## config.mk

```make
export PLATFORM = sky130hd
export DESIGN_NAME = xbar_slave_mux_flat
export DESIGN_NICKNAME = d
export VERILOG_FILES = /design/src/rtl/xbar_pkg.sv /design/src/rtl/xbar_slave_mux_if.sv /design/src/rtl/xbar_slave_mux.sv /design/src/flat_wrapper.sv
export SDC_FILE = /design/constraint.sdc
export NUM_CORES = 1
export LEC_CHECK = 0
export BUFFER_PORTS_ARGS = -buffer_cell sky130_fd_sc_hd__buf_2
export CORE_AREA = 2 2 117 119
export CTS_BUF_LIST = sky130_fd_sc_hd__clkbuf_16
export DETAILED_ROUTE_END_ITERATION = 7
export DIE_AREA = 0 0 119 121
export GPL_TIMING_DRIVEN = 0
export SETUP_SLACK_MARGIN = 0.15
export SLEW_MARGIN = 10
export SYNTH_ARGS = -nofsm -noshare
export SYNTH_HDL_FRONTEND = slang
export SYNTH_SLANG_ARGS = --single-unit
export TNS_END_PERCENT = 20
```

## constraint.sdc

```tcl
create_clock -name clk -period 3.23 [get_ports clk]
set_clock_uncertainty 0.2 [all_clocks]
set_input_delay 0.969 -clock clk [delete_from_list [all_inputs] [get_ports clk]]
set_output_delay 0.969 -clock clk [all_outputs]
set_load 0.005 [all_outputs]
```

## src/rtl/xbar_pkg.sv

```systemverilog
// Shared crossbar types: slave-mux FSM states, master id type and one-hot grant codes.
// The grant codes match the encoding driven by the sibling round_robin arbiter.
package xbar_pkg;

    typedef enum logic [1:0] {
        ST_IDLE = 2'd0,
        ST_BUSY = 2'd1,
        ST_RESP = 2'd2
    } xbar_state_e;

    typedef logic mst_id_t;

    localparam mst_id_t    MST_M0  = 1'b0;
    localparam mst_id_t    MST_M1  = 1'b1;
    localparam logic [1:0] GRNT_M0 = 2'b01;
    localparam logic [1:0] GRNT_M1 = 2'b10;

endpackage

```

## src/rtl/xbar_slave_mux_if.sv

```systemverilog
// Bus bundle between two masters, the arbiter grant, the slave mux and one shared slave.
// The slave modport is the mux's view; the master modport is the surrounding environment.
interface xbar_slave_mux_if #(
    parameter int ADDR_W = 32,
    parameter int DATA_W = 32
);

    logic [1:0]        grnt;
    logic              m0_req;
    logic              m1_req;
    logic [ADDR_W-1:0] m0_addr;
    logic [ADDR_W-1:0] m1_addr;
    logic              m0_we;
    logic              m1_we;
    logic [DATA_W-1:0] m0_wdata;
    logic [DATA_W-1:0] m1_wdata;
    logic              m0_ack;
    logic              m1_ack;
    logic [DATA_W-1:0] m0_rdata;
    logic [DATA_W-1:0] m1_rdata;
    logic              s_req;
    logic [ADDR_W-1:0] s_addr;
    logic              s_we;
    logic [DATA_W-1:0] s_wdata;
    logic              s_ack;
    logic [DATA_W-1:0] s_rdata;
    logic              busy;
    logic              grnt_err;

    modport slave (
        input  grnt, m0_req, m1_req, m0_addr, m1_addr, m0_we, m1_we,
        input  m0_wdata, m1_wdata, s_ack, s_rdata,
        output m0_ack, m1_ack, m0_rdata, m1_rdata,
        output s_req, s_addr, s_we, s_wdata, busy, grnt_err
    );

    modport master (
        output grnt, m0_req, m1_req, m0_addr, m1_addr, m0_we, m1_we,
        output m0_wdata, m1_wdata, s_ack, s_rdata,
        input  m0_ack, m1_ack, m0_rdata, m1_rdata,
        input  s_req, s_addr, s_we, s_wdata, busy, grnt_err
    );

endinterface

```

## src/rtl/xbar_slave_mux.sv

```systemverilog
// Slave-side mux: captures the granted master's request, owns the slave until completion.
// Define XBAR_MUX_RESP_REG_EN to register ack/rdata back to the master (adds a RESP cycle).
module xbar_slave_mux
    import xbar_pkg::*;
#(
    parameter int ADDR_W = 32,
    parameter int DATA_W = 32
) (
    input  logic            clk,
    input  logic            resetn,
    xbar_slave_mux_if.slave bus
);

    xbar_state_e       state_q;
    mst_id_t           owner_q;
    logic              s_req_q;
    logic [ADDR_W-1:0] addr_q;
    logic              we_q;
    logic [DATA_W-1:0] wdata_q;
    logic              busy_q;
    logic              grnt_err_q;

    logic              illegal_s;
    logic              take_m0_s;
    logic              take_m1_s;
    logic              m0_ack_s;
    logic              m1_ack_s;
    logic [DATA_W-1:0] m0_rdata_s;
    logic [DATA_W-1:0] m1_rdata_s;

`ifdef XBAR_MUX_RESP_REG_EN
    logic              ack0_q;
    logic              ack1_q;
    logic [DATA_W-1:0] rdata_q;
`endif

    // Grant decode; an illegal 2'b11 grant is resolved in favour of master 0.
    always_comb begin
        illegal_s = (bus.grnt == 2'b11);
        take_m0_s = ((bus.grnt == GRNT_M0) || illegal_s) && bus.m0_req;
        take_m1_s = (bus.grnt == GRNT_M1) && bus.m1_req;
    end

    // Transaction FSM with all slave-facing outputs held in registers.
    always_ff @(posedge clk or negedge resetn) begin
        if (!resetn) begin
            state_q    <= ST_IDLE;
            owner_q    <= MST_M0;
            s_req_q    <= 1'b0;
            addr_q     <= {ADDR_W{1'b0}};
            we_q       <= 1'b0;
            wdata_q    <= {DATA_W{1'b0}};
            busy_q     <= 1'b0;
            grnt_err_q <= 1'b0;
`ifdef XBAR_MUX_RESP_REG_EN
            ack0_q     <= 1'b0;
            ack1_q     <= 1'b0;
            rdata_q    <= {DATA_W{1'b0}};
`endif
        end else begin
            if (illegal_s) begin
                grnt_err_q <= 1'b1;
            end
            case (state_q)
                ST_IDLE: begin
                    if (take_m0_s || take_m1_s) begin
                        state_q <= ST_BUSY;
                        busy_q  <= 1'b1;
                        s_req_q <= 1'b1;
                        owner_q <= take_m0_s ? MST_M0 : MST_M1;
                        addr_q  <= take_m0_s ? bus.m0_addr  : bus.m1_addr;
                        we_q    <= take_m0_s ? bus.m0_we    : bus.m1_we;
                        wdata_q <= take_m0_s ? bus.m0_wdata : bus.m1_wdata;
                    end
                end
                ST_BUSY: begin
                    // Completion is driven only by the slave; the owner's req is not watched.
                    if (bus.s_ack) begin
                        s_req_q <= 1'b0;
                        addr_q  <= {ADDR_W{1'b0}};
                        we_q    <= 1'b0;
                        wdata_q <= {DATA_W{1'b0}};
`ifdef XBAR_MUX_RESP_REG_EN
                        state_q <= ST_RESP;
                        rdata_q <= bus.s_rdata;
                        ack0_q  <= (owner_q == MST_M0);
                        ack1_q  <= (owner_q == MST_M1);
`else
                        state_q <= ST_IDLE;
                        busy_q  <= 1'b0;
`endif
                    end
                end
                ST_RESP: begin
                    state_q <= ST_IDLE;
                    busy_q  <= 1'b0;
`ifdef XBAR_MUX_RESP_REG_EN
                    ack0_q  <= 1'b0;
                    ack1_q  <= 1'b0;
                    rdata_q <= {DATA_W{1'b0}};
`endif
                end
                default: begin
                    state_q <= ST_IDLE;
                    busy_q  <= 1'b0;
                    s_req_q <= 1'b0;
                    addr_q  <= {ADDR_W{1'b0}};
                    we_q    <= 1'b0;
                    wdata_q <= {DATA_W{1'b0}};
                end
            endcase
        end
    end

    // Response steering: only the owning master sees ack/rdata, the other stays at zero.
    always_comb begin
        m0_ack_s   = 1'b0;
        m1_ack_s   = 1'b0;
        m0_rdata_s = {DATA_W{1'b0}};
        m1_rdata_s = {DATA_W{1'b0}};
`ifdef XBAR_MUX_RESP_REG_EN
        m0_ack_s   = ack0_q;
        m1_ack_s   = ack1_q;
        m0_rdata_s = ack0_q ? rdata_q : {DATA_W{1'b0}};
        m1_rdata_s = ack1_q ? rdata_q : {DATA_W{1'b0}};
`else
        if ((state_q == ST_BUSY) && bus.s_ack) begin
            m0_ack_s   = (owner_q == MST_M0);
            m1_ack_s   = (owner_q == MST_M1);
            m0_rdata_s = (owner_q == MST_M0) ? bus.s_rdata : {DATA_W{1'b0}};
            m1_rdata_s = (owner_q == MST_M1) ? bus.s_rdata : {DATA_W{1'b0}};
        end else begin
            m0_ack_s   = 1'b0;
            m1_ack_s   = 1'b0;
        end
`endif
    end

    assign bus.m0_ack   = m0_ack_s;
    assign bus.m1_ack   = m1_ack_s;
    assign bus.m0_rdata = m0_rdata_s;
    assign bus.m1_rdata = m1_rdata_s;
    assign bus.s_req    = s_req_q;
    assign bus.s_addr   = addr_q;
    assign bus.s_we     = we_q;
    assign bus.s_wdata  = wdata_q;
    assign bus.busy     = busy_q;
    assign bus.grnt_err = grnt_err_q;

endmodule

```

## src/flat_wrapper.sv

```systemverilog
// flat-port wrapper written by rule: the top's interface ports become plain ports
module xbar_slave_mux_flat import xbar_pkg::*;
#(
    parameter int ADDR_W = 32,
    parameter int DATA_W = 32
)
  (clk, resetn, bus_grnt, bus_m0_req, bus_m1_req, bus_m0_addr, bus_m1_addr, bus_m0_we, bus_m1_we, bus_m0_wdata, bus_m1_wdata, bus_s_ack, bus_s_rdata, bus_m0_ack, bus_m1_ack, bus_m0_rdata, bus_m1_rdata, bus_s_req, bus_s_addr, bus_s_we, bus_s_wdata, bus_busy, bus_grnt_err);
  xbar_slave_mux_if #(.ADDR_W(ADDR_W), .DATA_W(DATA_W)) bus_i ();
  input  logic clk;
  input  logic resetn;
  input wire logic [$bits(bus_i.grnt)-1:0] bus_grnt;
  input wire logic [$bits(bus_i.m0_req)-1:0] bus_m0_req;
  input wire logic [$bits(bus_i.m1_req)-1:0] bus_m1_req;
  input wire logic [$bits(bus_i.m0_addr)-1:0] bus_m0_addr;
  input wire logic [$bits(bus_i.m1_addr)-1:0] bus_m1_addr;
  input wire logic [$bits(bus_i.m0_we)-1:0] bus_m0_we;
  input wire logic [$bits(bus_i.m1_we)-1:0] bus_m1_we;
  input wire logic [$bits(bus_i.m0_wdata)-1:0] bus_m0_wdata;
  input wire logic [$bits(bus_i.m1_wdata)-1:0] bus_m1_wdata;
  input wire logic [$bits(bus_i.s_ack)-1:0] bus_s_ack;
  input wire logic [$bits(bus_i.s_rdata)-1:0] bus_s_rdata;
  output wire logic [$bits(bus_i.m0_ack)-1:0] bus_m0_ack;
  output wire logic [$bits(bus_i.m1_ack)-1:0] bus_m1_ack;
  output wire logic [$bits(bus_i.m0_rdata)-1:0] bus_m0_rdata;
  output wire logic [$bits(bus_i.m1_rdata)-1:0] bus_m1_rdata;
  output wire logic [$bits(bus_i.s_req)-1:0] bus_s_req;
  output wire logic [$bits(bus_i.s_addr)-1:0] bus_s_addr;
  output wire logic [$bits(bus_i.s_we)-1:0] bus_s_we;
  output wire logic [$bits(bus_i.s_wdata)-1:0] bus_s_wdata;
  output wire logic [$bits(bus_i.busy)-1:0] bus_busy;
  output wire logic [$bits(bus_i.grnt_err)-1:0] bus_grnt_err;
  assign bus_i.grnt = bus_grnt;
  assign bus_i.m0_req = bus_m0_req;
  assign bus_i.m1_req = bus_m1_req;
  assign bus_i.m0_addr = bus_m0_addr;
  assign bus_i.m1_addr = bus_m1_addr;
  assign bus_i.m0_we = bus_m0_we;
  assign bus_i.m1_we = bus_m1_we;
  assign bus_i.m0_wdata = bus_m0_wdata;
  assign bus_i.m1_wdata = bus_m1_wdata;
  assign bus_i.s_ack = bus_s_ack;
  assign bus_i.s_rdata = bus_s_rdata;
  assign bus_m0_ack = bus_i.m0_ack;
  assign bus_m1_ack = bus_i.m1_ack;
  assign bus_m0_rdata = bus_i.m0_rdata;
  assign bus_m1_rdata = bus_i.m1_rdata;
  assign bus_s_req = bus_i.s_req;
  assign bus_s_addr = bus_i.s_addr;
  assign bus_s_we = bus_i.s_we;
  assign bus_s_wdata = bus_i.s_wdata;
  assign bus_busy = bus_i.busy;
  assign bus_grnt_err = bus_i.grnt_err;
  xbar_slave_mux #(.ADDR_W(ADDR_W), .DATA_W(DATA_W)) u_core (.clk(clk), .resetn(resetn), .bus(bus_i));
endmodule
```

# After elaboration in Yosys (flattened, before gate mapping)
# Cells that the tools add are included.
[word_totals]
ff_bits = 71
in_bits = 169
[classes]
n_bitwise = 2
reduce_logical = 9
n_mux = 24
n_eq_ne = 7
[ops]
columns = ["operator", "n"]
rows = [
  ["32-bit 2-to-1 mux", 9],
  ["32-bit one-hot mux with 3 select lines", 2],
  ["1-bit 2-to-1 mux", 7],
  ["2-bit == test (second input constant)", 3],
  ["1-bit one-hot mux with 3 select lines", 2],
  ["2-bit by 1-bit == test with 1-bit output (second input constant)", 2],
  ["2-bit 2-to-1 mux", 2],
  ["2-bit one-hot mux with 2 select lines", 1],
  ["2-bit AND reduction", 2],
  ["1-bit logical AND", 3],
  ["3-bit AND reduction", 1],
  ["2-bit logical NOT", 1],
  ["1-bit logical OR", 2],
  ["2-bit by 1-bit inequality test with 1-bit output (second input constant)", 1],
  ["2-bit inequality test (second input constant)", 1],
  ["1-bit NOT", 2],
  ["1-bit one-hot mux with 2 select lines", 1],
]

# Longest topological paths before layout
[logic_depth]
depth_word = 6
ltp_mapped = 5
depth_no_buf = 3

# Worst setup path after synthesis
# Ideal clock, no wire load.
[synth_path]
kind = "input-to-output"
start = "in bus_s_ack"
end = "out bus_m1_rdata[22]"
path_buffers = 1
t_arrival_ps = 1571
path_stages = 3
path_slack_ps = 490
path_cell_list = "and3_1 clkbuf_1 and2_1"
[synth_via]
elab_chain_len = 2
[synth_rtl]
columns = ["element", "line", "text"]
rows = [
  ["start: declaration", "flat_wrapper.sv:20", "input wire logic [$bits(bus_i.s_ack)-1:0] bus_s_ack;"],
  ["1-bit logical AND", "xbar_slave_mux.sv:127", "if ((state_q == ST_BUSY) && bus.s_ack) begin"],
  ["32-bit 2-to-1 mux", "xbar_slave_mux.sv:127", ""],
  ["end: declaration", "flat_wrapper.sv:25", "output wire logic [$bits(bus_i.m1_rdata)-1:0] bus_m1_rdata;"],
]
# No other way between the ends.

# Final worst setup path
[layout_path]
start = "in bus_s_ack"
end = "out bus_m1_rdata[25]"
# The elaborated chain is that of the path after synthesis.

==> impl_metrics.env <==
export IMPL_max_freq_mhz=335
export IMPL_hpwl_microns=10800
export IMPL_grt_max_degree=47
export IMPL_min_period_over_period_pct=92.4
export IMPL_maxCapViolCount=0
export IMPL_critPathRequiredTime_ps=2060
export IMPL_power_frac_seq_pct=39.3
export IMPL_seq_area_sq_um=1700
export IMPL_outcome="finished, final reports clean"
export IMPL_cts_made_buffers=9
export IMPL_start_util_pct=27.1
export IMPL_holdCritPathClass="register to register"
export IMPL_cts_hold_buffers=0
export IMPL_fin_worst_hold_slack_ps=276
export IMPL_fp_dieH_microns=121
export IMPL_ys_seq_area_share_pct=48.0
export IMPL_synth_seq_cells=68
export IMPL_setup_worst_path_end_class="output pin"
export IMPL_root_buffer="clkbuf_16"
export IMPL_drtAntennaViolNets=0
export IMPL_drc=0
export IMPL_ios=303
export IMPL_grt_first_pass_wirelength_microns=20300
export IMPL_num_nets_final=787
export IMPL_cp_arrival_ps=1810
export IMPL_multi_input_area_sq_um=1710
export IMPL_first_pass_iters=4
export IMPL_wirelength_microns=13300
export IMPL_start_kind="input pin"
export IMPL_cts_tree="yes"
export IMPL_dieArea_sq_um=14400
export IMPL_synth_largest_area_cell="dfrtp_1"
export IMPL_syn_inst=304
export IMPL_clkPwrFrac_pct=34.7
export IMPL_relSlewSlack_pct=62.1
export IMPL_p_sw_share_pct=28.9
export IMPL_grt_overflow_total=0
export IMPL_path_max_fanout=10
export IMPL_internal_power_mw=1.95
export IMPL_cellLeakagePower_nw=3.34
export IMPL_ctsLongestPathBuffers=2
export IMPL_cts_sinks=68
export IMPL_wire_per_inst_microns=16.6
export IMPL_combPwrFrac_pct=26.0
export IMPL_cts_clk_slew_worst_paths_ps=60
export IMPL_core_sq_um=13100
export IMPL_io_buffers=302
export IMPL_synth_area_per_cell_sq_um=11.7
export IMPL_drv_slew=0
export IMPL_route_met2_wl_microns=6750
export IMPL_rsz0062_at_grt="true"
export IMPL_ys_warn_count=0
export IMPL_rows=42
export IMPL_vias_per_cell=4.54
export IMPL_antenna_found_initial=6
export IMPL_final_common_cell="buf_2"
export IMPL_yosysUniqueCellTypes=18
export IMPL_area_growth_pct=58.2
export IMPL_drive_gt1_share_pct=55.4
export IMPL_synthesis_area_sq_um=3550
export IMPL_hold_viol_final=0
export IMPL_crit_type="input pin to output pin"
export IMPL_synth_area_leaders="dfrtp_1 (48%), mux2i_1 (17%), o2bb2ai_1 (15%), and2_1 (11%), buf_2 (3.0%)"
export IMPL_vdd_drop_max_uv=218
export IMPL_pwr_density_cell_nw_per_um2=488
export IMPL_die_w_microns=119
export IMPL_cts_setup_buffers=0
export IMPL_track_usage_pct=18.3
export IMPL_tns_ps=0
export IMPL_min_period_ps=2980
export IMPL_p_switching_mw=0.793
export IMPL_layout_common_cells="buf_2 (321), dfrtp_1 (68), and2_1 (64), mux2i_1 (60), o2bb2ai_1 (60)"
export IMPL_via_count=3644
export IMPL_synth_top_cell_area_share_pct=48.0
export IMPL_setup_viol_count_final=0
export IMPL_clock_latency_ps=320
export IMPL_n_fill_cell=1291
export IMPL_top_layer="met5"
export IMPL_tightest_slew_ps=567
export IMPL_gp_congestion=0.881
export IMPL_met3_length_microns=1030
export IMPL_cts_htree_levels=3
export IMPL_drt_initial_drc_count=105
export IMPL_wl_met1_microns=5210
export IMPL_synthesis_nets=473
export IMPL_grt_pass1_vias=3785
[per-stage QoR]
stage,cells,util (%),cell area [sq um],power (mW),worst slack (ps)
floorplan,304,-,3550,1.40,490
global placement,782,40.4,5280,1.80,148
detailed placement,783,40.6,5310,1.81,115
CTS,799,42.8,5600,2.78,139
global route,803,42.9,5610,2.90,113
finish,803,42.9,5610,2.74,247
[worst max-delay path: stages]
cell      delay (ps)
buf_2            100
and3_1           260
clkbuf_2         230
and2_1           150
buf_2            110
[Yosys cell counts]
library cell,n
nand2b_1,1
clkbuf_1,5
o22a_1,1
nor2_1,3
nand2_1,3
mux2i_1,60
and3_1,1
o2bb2ai_1,60
dfrtp_1,68
a21o_1,2
a21oi_1,1
buf_2,21
buf_4,2
a21bo_2,1
a221o_1,5
nand3b_4,1
nor3b_1,5
and2_1,64
[registers in the layout (all words and copies together), names as in the netlist]
signal,cells
u_core.bus.s_addr,32
u_core.bus.s_we,1
u_core.owner_q,1
u_core.bus.busy,1
u_core.bus.s_wdata,32
u_core.bus.grnt_err,1
[power groups by stage]
| stage | logic [mW] | clock network [mW] | registers [mW] |
|---|---|---|---|
| 4_1_cts | 0.726 | 0.980 | 1.08 |
| 6_report | 0.712 | 0.951 | 1.08 |
| 5_1_grt | 0.785 | 1.02 | 1.10 |
| 3_3_place_gp | 0.708 | 0 | 1.09 |
| 3_5_place_dp | 0.727 | 0 | 1.08 |
| 2_1_floorplan | 0.302 | 0 | 1.10 |
[per-layer routing]
| metal | vias to the layer above | track usage, % |
|---|---|---|
| met2 | 172 | 32.3 |
| met3 | 16 | 5.26 |
| met5 | - | 0 |
| met1 | 1721 | 20.9 |
| met4 | 2 | 6.92 |
| li1 | 1733 | - |
[timing repair]
action,4_1_cts,5_1_grt
setup endpoints to repair,27,40
cloned,0,0
resized for setup,2,4
[final timing paths]
| check | start | endpoint | slack, ps | depth (start not counted) |
|---|---|---|---|---|
| worst max register to register | u_core.bus.busy$_DFFE_PN0P_ | u_core.bus.s_addr[17]$_DFFE_PN0P_ | 1430 | 5 |
| min in group asynchronous | resetn | u_core.bus.s_addr[12]$_DFFE_PN0P_ | 350 | 1 |
| max in group asynchronous | resetn | u_core.bus.s_addr[4]$_DFFE_PN0P_ | 1930 | 2 |
| worst min-delay path | u_core.bus.grnt_err$_DFFE_PN0N_ | u_core.bus.grnt_err$_DFFE_PN0N_ | 280 | 1 |
| worst max-delay path | bus_s_ack | bus_m1_rdata[25] | 250 | 5 |
| worst min register to register | u_core.bus.grnt_err$_DFFE_PN0N_ | u_core.bus.grnt_err$_DFFE_PN0N_ | 280 | 1 |
[cells by family (layout without fill, tap and decap cells)]
logic type | Yosys count | count (layout) | synth area share, %
buffers and inverters | 28 | 347 | 3.91
muxes | 60 | 60 | 16.9
and+or+nand+nor | 78 | 78 | 13.9
other | 0 | 4 | 0
DFF | 68 | 68 | 48.0
AOI/OAI and AO/OA | 70 | 70 | 17.3
[cell type report]
type / instances / share of cell area [%]
Tap cell: 176 / 3.92
Multi-Input combinational cell: 208 / 30.5
Timing Repair Buffer: 303 / 27.5
Sequential cell: 68 / 30.3
Clock buffer: 9 / 4.01
Buffer: 28 / 2.59
Clock inverter: 7 / 1.05
Antenna cell: 4 / 0.178
(Power assumes the default switching activity.)
